==> config.mk <==
export PLATFORM = sky130hd
export DESIGN_NAME = comb_resp_collector
export DESIGN_NICKNAME = d
export VERILOG_FILES = /design/src/rtl/comb_resp_collector.sv
export SDC_FILE = /design/constraint.sdc
export NUM_CORES = 1
export LEC_CHECK = 0
export ABC_CLOCK_PERIOD_IN_PS = 3000
export CORE_ASPECT_RATIO = 1.2
export CORE_MARGIN = 10
export CORE_UTILIZATION = 30
export CTS_CLUSTER_DIAMETER = 60
export DETAILED_ROUTE_END_ITERATION = 7
export HOLD_SLACK_MARGIN = 0.05
export MAX_ROUTING_LAYER = met4
export PLACE_DENSITY = 0.5
export SETUP_SLACK_MARGIN = 0.1
export SYNTH_ARGS = -nofsm -noshare
export SYNTH_HDL_FRONTEND = slang
export SYNTH_SLANG_ARGS = --single-unit
==> constraint.sdc <==
create_clock -name clk -period 3 [get_ports clk]
set_input_delay 0.6 -clock clk [delete_from_list [all_inputs] [get_ports clk]]
set_output_delay 0.6 -clock clk [all_outputs]
set_load 0.02 [all_outputs]
==> src/rtl/comb_resp_collector.sv <==
// comb_resp_collector
// Self-test response collector. Drives an exhaustive binary-counting pattern
// into a small combinational block, folds the 1-bit response stream into a
// 16-bit CRC signature (x^16+x^12+x^5+1) and compares it against a golden value.
module comb_resp_collector #(
    parameter int          WIDTH  = 4,
    parameter logic [15:0] SEED   = 16'h0000,
    parameter logic [15:0] GOLDEN = 16'h0000
) (
    input  logic             clk,
    input  logic             reset,
    input  logic             start,
    input  logic             abort,
    input  logic             y_in,
    output logic [WIDTH-1:0] pattern,
    output logic             busy,
    output logic             done,
    output logic             pass,
    output logic [15:0]      signature
);

    localparam logic [1:0] IDLE = 2'd0;
    localparam logic [1:0] RUN  = 2'd1;
    localparam logic [1:0] DONE = 2'd2;

    localparam logic [15:0]      POLY     = 16'h1021;
    localparam logic [WIDTH-1:0] PAT_LAST = {WIDTH{1'b1}};
    localparam logic [WIDTH-1:0] PAT_ONE  = {{(WIDTH-1){1'b0}}, 1'b1};

    logic [1:0]  state_reg;
    logic        fb;
    logic [15:0] sig_next;
    logic        last_pattern;

    // Next signature if the current response is captured this edge.
    always_comb begin
        fb           = signature[15] ^ y_in;
        sig_next     = {signature[14:0], 1'b0} ^ (fb ? POLY : 16'h0000);
        last_pattern = (pattern == PAT_LAST);
    end

    // Control FSM plus pattern counter, signature register and result flags.
    always_ff @(posedge clk or posedge reset) begin
        if (reset) begin
            state_reg <= IDLE;
            pattern   <= '0;
            busy      <= 1'b0;
            done      <= 1'b0;
            pass      <= 1'b0;
            signature <= SEED;
        end else begin
            case (state_reg)
                IDLE: begin
                    if (start && !abort) begin
                        state_reg <= RUN;
                        pattern   <= '0;
                        signature <= SEED;
                        busy      <= 1'b1;
                    end
                end
                RUN: begin
                    if (abort) begin
                        // Signature is frozen at its last captured value.
                        state_reg <= IDLE;
                        busy      <= 1'b0;
                        pattern   <= '0;
                        done      <= 1'b0;
                        pass      <= 1'b0;
                    end else begin
                        signature <= sig_next;
                        if (last_pattern) begin
                            state_reg <= DONE;
                            busy      <= 1'b0;
                            done      <= 1'b1;
                            pass      <= (sig_next == GOLDEN);
                            pattern   <= '0;
                        end else begin
                            pattern   <= pattern + PAT_ONE;
                        end
                    end
                end
                DONE: begin
                    if (abort) begin
                        state_reg <= IDLE;
                        done      <= 1'b0;
                        pass      <= 1'b0;
                    end else if (start) begin
                        state_reg <= RUN;
                        pattern   <= '0;
                        signature <= SEED;
                        busy      <= 1'b1;
                        done      <= 1'b0;
                        pass      <= 1'b0;
                    end
                end
                default: begin
                    state_reg <= IDLE;
                    pattern   <= '0;
                    busy      <= 1'b0;
                    done      <= 1'b0;
                    pass      <= 1'b0;
                end
            endcase
        end
    end

endmodule
# Word level (Yosys, flattened, before mapping)
# Cells that the tools add are included.
[totals]
register_bits = 25
inputBits = 5
out_inout_bits = 23
word_cells = 61
[classes]
n_addsub = 1
n_eq_ne = 9
n_mux = 32
bitwise_logic = 3
reduce_logical = 10
[op_table]
columns = ["op", "count"]
rows = [
  ["$mux W16", 4],
  ["$pmux W16 S3", 1],
  ["$mux W4", 5],
  ["$logic_not A16 Y1", 1],
  ["$xor A16 B13 Y16", 1],
  ["$mux W13", 1],
  ["$pmux W4 S3", 1],
  ["$mux W1", 11],
  ["$mux W2", 5],
  ["$pmux W1 S3", 3],
  ["$reduce_and A3 Y1", 3],
  ["$ne A2 B2 Y1 const B", 4],
  ["$ne A3 B3 Y1 const B", 2],
  ["$pmux W2 S3", 1],
  ["$reduce_and A5 Y1", 1],
  ["$add A4 B1 Y4 const B", 1],
  ["$eq A4 B4 Y1 const B", 1],
  ["$reduce_and A4 Y1", 1],
  ["$reduce_bool A3 Y1", 1],
  ["$eq A2 B1 Y1 const B", 1],
  ["$eq A2 B2 Y1 const B", 1],
  ["$logic_not A2 Y1", 1],
  ["$logic_and A1 B1 Y1", 1],
  ["$logic_not A1 Y1", 1],
  ["2 further kinds", 2],
]

# Depth between registers and ports, before layout
# Gate-level depths: netlist of the first run.
[logic_depth]
ltp_word = 7
mapped_depth = 5
mapped_depth_nobuf = 4

# Least setup slack after synthesis of the first run
# No wires, ideal clock.
[synth_timing]
path_kind = "input to register"
startpoint = "in abort"
endpoint = "reg pattern[3]"
setup_time_ns = 0.074
arrival_ns = 1.519
t_required_ns = 2.926
setup_slack_ns = 1.407
stages = 4
path_buffers = 1
cell_sequence = "or3b_1 clkbuf_2 o32a_1 o21ai_2"
[synth_via]
elab_chain_len = 4
elab_cells_between_ends = 7
classes_between = "eq/ne (2); mux (2); reduce/logical (3)"
[synth_lines]
columns = ["item", "line_no", "source"]
rows = [
  ["start, declared", "13", "input logic abort,"],
  ["$logic_not A1 Y1", "54", "if (start && !abort) begin"],
  ["$logic_and A1 B1 Y1", "54", ""],
  ["$ne A2 B2 Y1 (no source line)", "--", ""],
  ["$reduce_and A3 Y1 (no source line)", "--", ""],
  ["end signal, assigned", "78", "pattern <= pattern + PAT_ONE;"],
  ["end, declared", "15", "output logic [WIDTH-1:0] pattern,"],
]
# Parallel ways exist; a longest one is shown, timed or not.
# A chain may end at the register's enable or synchronous reset.

# Worst setup path after layout of the first run
[layout_timing]
startpoint = "reg signature[1]"
endpoint = "out signature[1]"
[layout_rtl]
columns = ["item", "line_no", "source"]
rows = [
  ["start, declared", "19", "output logic [15:0] signature"],
  ["start signal, assigned", "70", "signature <= sig_next;"],
]
# No word-level cell between the ends.

==> flow_summary_export.csv, run 1 <==
group,metric,value,unit
pwr,power_density,593,nW/um2
clock_tree,post_cts_buffers,0,
synthesis,ys_seq_area_share,57.5,%
worst_setup_path,criticalPathCategory,"reg2out",
global_routing,grt-ovfl-total,0,
worst_setup_path,cpPeakStageDelay,0.64,ns
pwr,irDropWorstVdd,0.256,mV
global_routing,grt_start_max_net_pins,26,
global_routing,grt_usage,9.36,%
floorplanning,die_w,75.0,um
cells_and_area,largest_reg_flops,16,
clock_tree,cts_hold_buf,0,
job,cap_violations,0,
worst_setup_path,critPathSlowestCell,"clkdlybuf4s50_1",
worst_setup_path,crit_buf_inv,1,
pwr,intPower,0.588,mW
cells_and_area,final_core_util,42.2,%
status,status,"finished clean",
pwr,power.share.clock,23.1,%
sta,drv_slew,0,
floorplanning,io-pin-count,28,
drt,drt_pass1_iterations,3,
synthesis,synth_area_leaders,"dfrtp_1 (57%), a22o_1 (14%), xnor2_1 (2.4%)",
pwr,pwr-share-comb,27.6,%
cells_and_area,antenna_cells,0,
drt,drt-initial-drc-count,84,
worst_setup_path,cp.required,2.40,ns
floorplanning,die_height,86.0,um
drt,wl_per_cell,18.3,um
worst_setup_path,endpoint_kind,"output pin",
pwr,p_sw,0.269,mW
clock_tree,numCtsBuffers,3,
cells_and_area,fin_cells,154,
drt,drc_errors,0,
placed_design,portBuffers,27,
cells_and_area,fin_nets,124,
clock_tree,htreeDepth,1,
drt,vias,829,
synthesis,synth_most_common_cell,"dfrtp_1",
floorplanning,die_area,6450,um2
sta,slew-limit-headroom,63.1,%
synthesis,synth.distinct_cells,30,
sta,tightest_slew,0.554,ns
clock_tree,cts_tree,"done",
worst_setup_path,worstPathCellList,"clkdlybuf4s50_1",
synthesis,synthFlopType,"dfrtp_1",
synthesis,ys_seq_elements,25,
pwr,p_sw_share,31.4,%
synthesis,synth-edff-count,0,
sta,finalCritPeriodShare,65.3,%
sta,skew,0.00673,ns
placed_design,gp_congestion,0.752,
drt,viasPerCell,5.38,
clock_tree,insertion_delay,0.27,ns
drt,drtAntennaViolNets,0,
sta,post-route-min-period,1.96,ns
synthesis,yosys.area.top_type_share,57.5,%
pwr,seqPwrFrac,49.3,%
drt,wirelength,2820,um
synthesis,synth.avg_cell_area,12.1,um2
global_routing,first_global_vias,899,
cells_and_area,final-seq-area,626,um2
clock_tree,ctsRootBufferMaster,"clkbuf_8",
worst_setup_path,worstPathMaxFanout,4,
worst_setup_path,startpoint_type,"flop",
synthesis,async_flop_share,100,%
global_routing,antenna_found_initial,0,
synthesis,syn_area,1090,um2
cells_and_area,area_delta_synth_final,32.8,%
pwr,power_leakage,0.628,nW
placed_design,dpl.hpwl,1920,um
worst_setup_path,critPathArrivalTime,1.36,ns
clock_tree,cts_num_sinks,25,
clock_tree,ctsLongestPathBuffers,2,
global_routing,grt_first_pass_wirelength,4610,um
cells_and_area,fillCellCount,315,
placed_design,placed_cells,150,
cells_and_area,multiInputGateArea,428,um2
synthesis,synthCells,90,
floorplanning,coreArea,3420,um2
floorplanning,num_rows,23,
cells_and_area,drive_gt1_share,6.84,%
clock_tree,clk_pin_slew,0.09,ns
sta,rsz0062_at_grt,"false",
synthesis,synth_nets,96,
sta,setup_viol,0,
hold_path,min_path_type,"reg2reg",
floorplanning,start_util,31.8,%
synthesis,netlist_top_cells_count,"dfrtp_1 (25), a22o_1 (18), inv_1 (4)",
synthesis,yosysWarningCount,0,
sta,final_hold_viol_count,0,
clock_tree,post_cts_resized,0,
sta,fmax,511,MHz
sta,tns,0,ns
worst_setup_path,cp_top_family,"buffers and inverters",
synthesis,synth_top_area_cell,"dfrtp_1",
## layout make-up
class                      count  area share [%]
timing repair buffer          29            19.7
sequential                    25            43.3
multi-input combinational     55            29.6
tap                           37            3.20
clock buffer                   4            3.12
inverter                       4            1.04
## through the flow
stage / hold slack [ns] / setup WS [ns] / total power, mW / cell area (um2)
6_report: 0.510 / 1.04 / 0.857 / 1450
3_3_place_gp: 0.493 / 0.834 / 0.667 / 1400
4_1_cts: 0.511 / 1.04 / 0.868 / 1450
3_5_place_dp: 0.485 / 0.793 / 0.668 / 1400
5_1_grt: 0.528 / 1.01 / 0.903 / 1450
2_1_floorplan: 0.577 / 1.41 / 0.551 / 1090
## path summary, 6_finish.rpt
check,start,end,slack [ns],depth (start not counted)
worst max-delay path,signature[1],signature[1],1.04,1
worst min-delay path,done,done,0.51,1
worst max register to register,state_reg[0],pattern[3],1.33,3
worst min register to register,done,done,0.51,1
max in group asynchronous,reset,signature[2],2.08,3
min in group asynchronous,reset,signature[9],0.68,3
## cell usage in the layout (no fill, tap or decap), types with 2 or more instances in the layout
| cell | count |
|---|---|
| nand2b_1 | 3 |
| buf_4 | 2 |
| o2bb2ai_1 | 2 |
| nor2_1 | 2 |
| clkbuf_8 | 3 |
| nor2b_1 | 2 |
| xnor2_1 | 3 |
| dfrtp_1 | 25 |
| nor4_1 | 3 |
| and3_1 | 2 |
| clkdlybuf4s50_1 | 27 |
| o22ai_1 | 3 |
| o21ai_0 | 2 |
| a22o_1 | 18 |
| inv_1 | 4 |
## per-layer routing
layer | GRT usage (%) | vias up | routed length, um
li1 | - | 397 | -
met1 | 11.3 | 403 | 1340
met2 | 13.8 | 24 | 1260
met3 | 3.34 | 5 | 178
met4 | 3.62 | 0 | 39
met5 | - | - | 0
## cells by family (layout without fill, tap and decap cells)
logic type,after synthesis,after routing,share of synthesized area (%)
buffers and inverters,10,37,3.68
DFF,25,25,57.5
adders and majority gates,1,1,1.15
xor gates and xnor gates,3,3,2.41
muxes,1,1,1.03
and+or+nand+nor,17,17,9.66
AOI/OAI and AO/OA,33,33,24.6
## power by group through the flow
stage | Combinational [mW] | Clock [mW] | Sequential, mW
floorplan | 0.0905 | 0 | 0.460
CTS | 0.242 | 0.204 | 0.422
global route | 0.256 | 0.217 | 0.430
detailed placement | 0.240 | 0 | 0.427
global placement | 0.239 | 0 | 0.428
finish | 0.237 | 0.198 | 0.423
Note: power is estimated with default switching activity, not from simulation.
==> inputs of run 2 (changes only) <==
Settings changed: ABC_CLOCK_PERIOD_IN_PS 3000 to 1780, PLACE_DENSITY 0.5 to 0.51.
Clock period 3 ns to 1.78 ns, I/O delays scaled along.
==> run 2 against run 1 <==
Routed wire length rose by 0.89%. Power increased by 68%. Combinational power up 66%. Critical path depth stayed put. Via count rose by 7.1%. Clock power increased by 70%. Setup slack got worse by 0.87 ns. Sequential power rose by 68%. Die area unchanged. First-iteration DRC count is 12% lower. Largest cell class unchanged.
==> flow_summary_export.csv, run 2 (synthesized netlist as in run 1, its figures left out) <==
group,metric,value,unit
clock_tree,ctsRootBufferMaster,"clkbuf_8",
job,cap_violations,0,
global_routing,grt_first_pass_wirelength,4810,um
sta,drv_slew,0,
placed_design,placed_area,1460,um2
worst_setup_path,startpoint_type,"flop",
worst_setup_path,critPathSlowestCell,"clkdlybuf4s50_1",
sta,finalCritPeriodShare,90.5,%
pwr,irDropWorstVdd,0.375,mV
clock_tree,post_cts_buffers,0,
placed_design,gp_congestion,0.743,
clock_tree,cts_hold_buf,0,
floorplanning,start_util,31.8,%
worst_setup_path,criticalPathCategory,"reg2out",
sta,skew,0.000862,ns
cells_and_area,largest_reg_flops,16,
sta,slew-limit-headroom,62.7,%
sta,tns,0,ns
sta,post-route-min-period,1.61,ns
sta,setup_ws,0.170,ns
placed_design,preCtsSetupSlack,0.00664,ns
pwr,power_leakage,0.842,nW
cells_and_area,area_delta_synth_final,38.6,%
floorplanning,die_w,75.0,um
pwr,power_density,954,nW/um2
floorplanning,die_area,6450,um2
clock_tree,htreeDepth,1,
clock_tree,cts_tree,"done",
clock_tree,numCtsBuffers,3,
global_routing,antenna_found_initial,0,
cells_and_area,drive_gt1_share,11.4,%
cells_and_area,most-common-layout-cells,"dfrtp_1 (25), a22o_1 (18), dlygate4sd2_1 (11), clkdlybuf4s50_1 (8), dlymetal6s2s_1 (8)",
clock_tree,clk_pin_slew,0.09,ns
global_routing,grt_start_max_net_pins,26,
worst_setup_path,critPathArrivalTime,1.25,ns
cells_and_area,final_common_cell,"dfrtp_1",
drt,drtAntennaViolNets,0,
global_routing,grt-ovfl-total,0,
placed_design,dpl.hpwl,1950,um
worst_setup_path,cp-startpoint,"pattern[3]",
worst_setup_path,cp_top_family,"buffers and inverters",
placed_design,portBuffers,27,
sta,final_hold_viol_count,0,
drt,drc_errors,0,
cells_and_area,fin_nets,130,
worst_setup_path,cp.required,1.42,ns
drt,drt_pass1_iterations,4,
clock_tree,cts_num_sinks,25,
worst_setup_path,crit_buf_inv,1,
floorplanning,num_rows,23,
hold_path,min_path_type,"in2async",
global_routing,grt_usage,9.67,%
worst_setup_path,r2r_cells,4,
pwr,power.total,1.44,mW
clock_tree,insertion_delay,0.26,ns
cells_and_area,antenna_cells,0,
worst_setup_path,worstPathMaxFanout,3,
cells_and_area,fin_area,1510,um2
worst_setup_path,cp.depth,1,
clock_tree,ctsLongestPathBuffers,2,
sta,setup_viol,0,
worst_setup_path,worstPathCellList,"clkdlybuf4s50_1",
sta,holdWs,0.430,ns
drt,wl_per_cell,17.8,um
floorplanning,coreArea,3420,um2
worst_setup_path,cpPeakStageDelay,0.62,ns
worst_setup_path,endpoint_kind,"output pin",
drt,drt-initial-drc-count,74,
drt,wirelength,2840,um
floorplanning,io-pin-count,28,
drt,viasPerCell,5.55,
sta,fmax,621,MHz
drt,vias,888,
worst_setup_path,timing.rr.start,"state_reg[0]",
global_routing,first_global_vias,939,
status,status,"finished clean",
sta,tightest_slew,0.559,ns
floorplanning,die_height,86.0,um
sta,rsz0062_at_grt,"false",
run 2: changes by cell type in the layout (fill, tap and decap cells not counted):
cell	before	now
clkdlybuf4s50_1	27	8
buf_12	0	1
buf_4	2	7
dlymetal6s2s_1	0	8
dlygate4sd2_1	0	11
run 2: tightest hold or removal path: stages:
cell             delay [ns]
clkdlybuf4s50_1        0.39
inv_1                  0.05
buf_4                  0.30
run 2: through the flow:
step	util (%)	instances
5_1_grt	44.1	160
6_report	44.1	160
4_1_cts	43.5	160
2_1_floorplan	-	90
3_5_place_dp	42.6	156
3_3_place_gp	42.6	156
run 2: metal layers:
layer	track usage (%)	vias up	part of all wire [%]
li1	-	407	-
met1	12.9	451	50
met2	13.6	28	44
met3	3.11	2	6.6
met4	2.59	0	0.25
met5	-	-	0
run 2: final cells by class:
cell class,instances,area [um2]
flip-flops and latches,25,626
multi-input cells,55,428
well taps,37,46.3
repair buffers,35,349
clock buffers,4,45.0
fillers,350,1920
inverters,4,15.0
run 2: path summary, 6_finish.rpt:
| check | end | slack [ns] |
|---|---|---|
| hold / removal | pattern[1] | 0.43 |
| min in group clk | done | 0.51 |
| setup reg to reg | busy | 0.23 |
| hold reg to reg | done | 0.51 |
| setup / recovery | pattern[3] | 0.17 |
| max in group asynchronous | state_reg[0] | 1.10 |
run 2: where the power goes:
group | internal (mW) | total, mW | switching (mW)
Sequential | 0.632 | 0.709 | 0.0773
Combinational | 0.189 | 0.394 | 0.205
Clock | 0.160 | 0.337 | 0.177
run 2: repair_timing:
| item | CTS | global route |
|---|---|---|
| gates cloned | 0 | 0 |
| setup endpoints to repair | 11 | 8 |
| gates resized for setup | 11 | 8 |
==> inputs of run 3 (changes only) <==
Settings changed: MAX_ROUTING_LAYER met4 to default, SLEW_MARGIN from default to 10.
==> run 3 against run 2 <==
Maximum frequency about the same. Clock skew hardly changed. Clock power hardly changed. Final area unchanged. Via count shrank 0.45%. Non-clock buffer count unchanged. Die area stayed put. Setup slack about the same. Combinational power hardly changed. Sequential share of layout area did not move. Largest cell class unchanged.
==> flow_summary_export.csv, run 3 (synthesized netlist as in run 1, its figures left out) <==
group,metric,value,unit
status,status,"finished clean",
global_routing,grt_start_max_net_pins,26,
cells_and_area,most-common-layout-cells,"dfrtp_1 (25), a22o_1 (18), dlygate4sd2_1 (11), clkdlybuf4s50_1 (8), dlymetal6s2s_1 (8)",
worst_setup_path,critPathSlowestCell,"clkdlybuf4s50_1",
worst_setup_path,crit_path_end,"pattern[3]",
global_routing,use_met3,5.19,%
floorplanning,start_util,31.8,%
cells_and_area,area_delta_synth_final,38.6,%
sta,tns,0,ns
global_routing,grt_use_met2,13.5,%
drt,drt-initial-drc-count,68,
cells_and_area,final_common_cell,"dfrtp_1",
worst_setup_path,timing.rr.start,"state_reg[0]",
pwr,power_leakage,0.842,nW
cells_and_area,antenna_cells,0,
drt,vias,884,
sta,final_hold_viol_count,0,
clock_tree,insertion_delay,0.26,ns
clock_tree,htreeDepth,1,
global_routing,grt_first_pass_wirelength,4820,um
clock_tree,cts_tree,"done",
worst_setup_path,criticalPathCategory,"reg2out",
drt,wl_per_cell,17.8,um
global_routing,grt-busiest-layer,"met2",
worst_setup_path,critPathArrivalTime,1.25,ns
clock_tree,ctsLongestPathBuffers,2,
global_routing,first_global_vias,935,
global_routing,use_met1,11.7,%
hold_path,min_path_type,"in2async",
clock_tree,cts_hold_buf,0,
sta,setup_viol,0,
worst_setup_path,startpoint_type,"flop",
drt,drtAntennaViolNets,0,
placed_design,dpl.hpwl,1950,um
cells_and_area,fin_nets,130,
sta,skew,0.00123,ns
cells_and_area,fillCellCount,350,
sta,post-route-min-period,1.61,ns
cells_and_area,fin_cells,160,
sta,tightest_slew,0.567,ns
sta,holdWs,0.428,ns
floorplanning,io-pin-count,28,
global_routing,grt_usage,9.41,%
clock_tree,numCtsBuffers,3,
clock_tree,clk_pin_slew,0.09,ns
floorplanning,num_rows,23,
drt,drt_pass1_iterations,4,
sta,finalCritPeriodShare,90.4,%
cells_and_area,drive_gt1_share,11.4,%
placed_design,placed_cells,156,
drt,drc_errors,0,
drt,wirelength,2850,um
global_routing,grt-ovfl-total,0,
sta,fmax,621,MHz
worst_setup_path,crit_buf_inv,1,
worst_setup_path,cpPeakStageDelay,0.61,ns
worst_setup_path,worstPathCellList,"clkdlybuf4s50_1",
worst_setup_path,cp.required,1.42,ns
worst_setup_path,endpoint_kind,"output pin",
floorplanning,die_w,75.0,um
worst_setup_path,r2r_cells,3,
pwr,power_density,956,nW/um2
pwr,irDropWorstVdd,0.375,mV
floorplanning,coreArea,3420,um2
worst_setup_path,cp-startpoint,"pattern[3]",
drt,viasPerCell,5.53,
placed_design,portBuffers,27,
worst_setup_path,cp.depth,1,
clock_tree,post_cts_buffers,0,
clock_tree,cts_num_sinks,25,
worst_setup_path,reg2reg_slack,0.23,ns
placed_design,gp_congestion,0.734,
cells_and_area,largest_reg_flops,16,
sta,slew-limit-headroom,62.2,%
sta,drv_slew,0,
worst_setup_path,worstPathMaxFanout,3,
floorplanning,die_area,6450,um2
clock_tree,ctsRootBufferMaster,"clkbuf_8",
job,cap_violations,0,
sta,rsz0062_at_grt,"false",
global_routing,antenna_found_initial,0,
floorplanning,die_height,86.0,um
worst_setup_path,cp_top_family,"buffers and inverters",
worst_setup_path,regToRegEndpoint,"signature[5]",
## run 3: cell counts in the layout (fill, tap and decap cells not counted)
No cell type changed its count.
## run 3: how the worst min path moves through the flow
stage / startpoint / endpoint / slack, ns / depth (start not counted)
2_1_floorplan: reset / busy / 0.38 / 1
3_3_place_gp: pass / pass / 0.49 / 1
3_5_place_dp: pass / pass / 0.49 / 1
4_1_cts: reset / pattern[3] / 0.45 / 3
5_1_grt: reset / signature[4] / 0.47 / 3
6_report: reset / signature[4] / 0.43 / 3
## run 3: routing by layer
metal | wire (um) | share of wire [%] | up-vias
li1 | - | - | 406
met1 | 1290 | 45 | 450
met2 | 1240 | 43 | 26
met3 | 311 | 11 | 2
met4 | 7 | 0.25 | 0
met5 | 0 | 0 | -
## run 3: final cells by class
| cell class | instances | area (um2) | share of cell area, % |
|---|---|---|---|
| inverters | 4 | 15.0 | 0.995 |
| repair buffers | 35 | 349 | 23.1 |
| multi-input cells | 55 | 428 | 28.4 |
| well taps | 37 | 46.3 | 3.07 |
| flip-flops and latches | 25 | 626 | 41.5 |
| clock buffers | 4 | 45.0 | 2.99 |
## run 3: where the power goes
| group | switching (mW) | internal, mW | leakage [nW] |
|---|---|---|---|
| logic | 0.205 | 0.189 | 0.481 |
| clock network | 0.178 | 0.160 | 0.0228 |
| registers | 0.0772 | 0.632 | 0.338 |
## run 3: timing repair
item                                    in CTS  in global routing
resized for setup                           11                  8
endpoints found under the setup margin      11                  8
gates cloned                                 0                  0
## run 3: worst register-to-register path, cell delays in order (launching register included)
cell	delay [ns]
dfrtp_1	0.53
nand2b_1	0.22
a21o_1	0.38
a22o_1	0.31
## run 3: stage by stage
stage | setup WS, ns | util, % | power, mW | cell area [um2]
global route | 0.103 | 44.1 | 1.52 | 1510
finish | 0.170 | 44.1 | 1.44 | 1510
CTS | 0.103 | 43.5 | 1.46 | 1490
global placement | 0.0260 | 42.6 | 1.14 | 1460
detailed placement | 0.00664 | 42.6 | 1.14 | 1460
floorplan | 0.262 | - | 0.928 | 1090
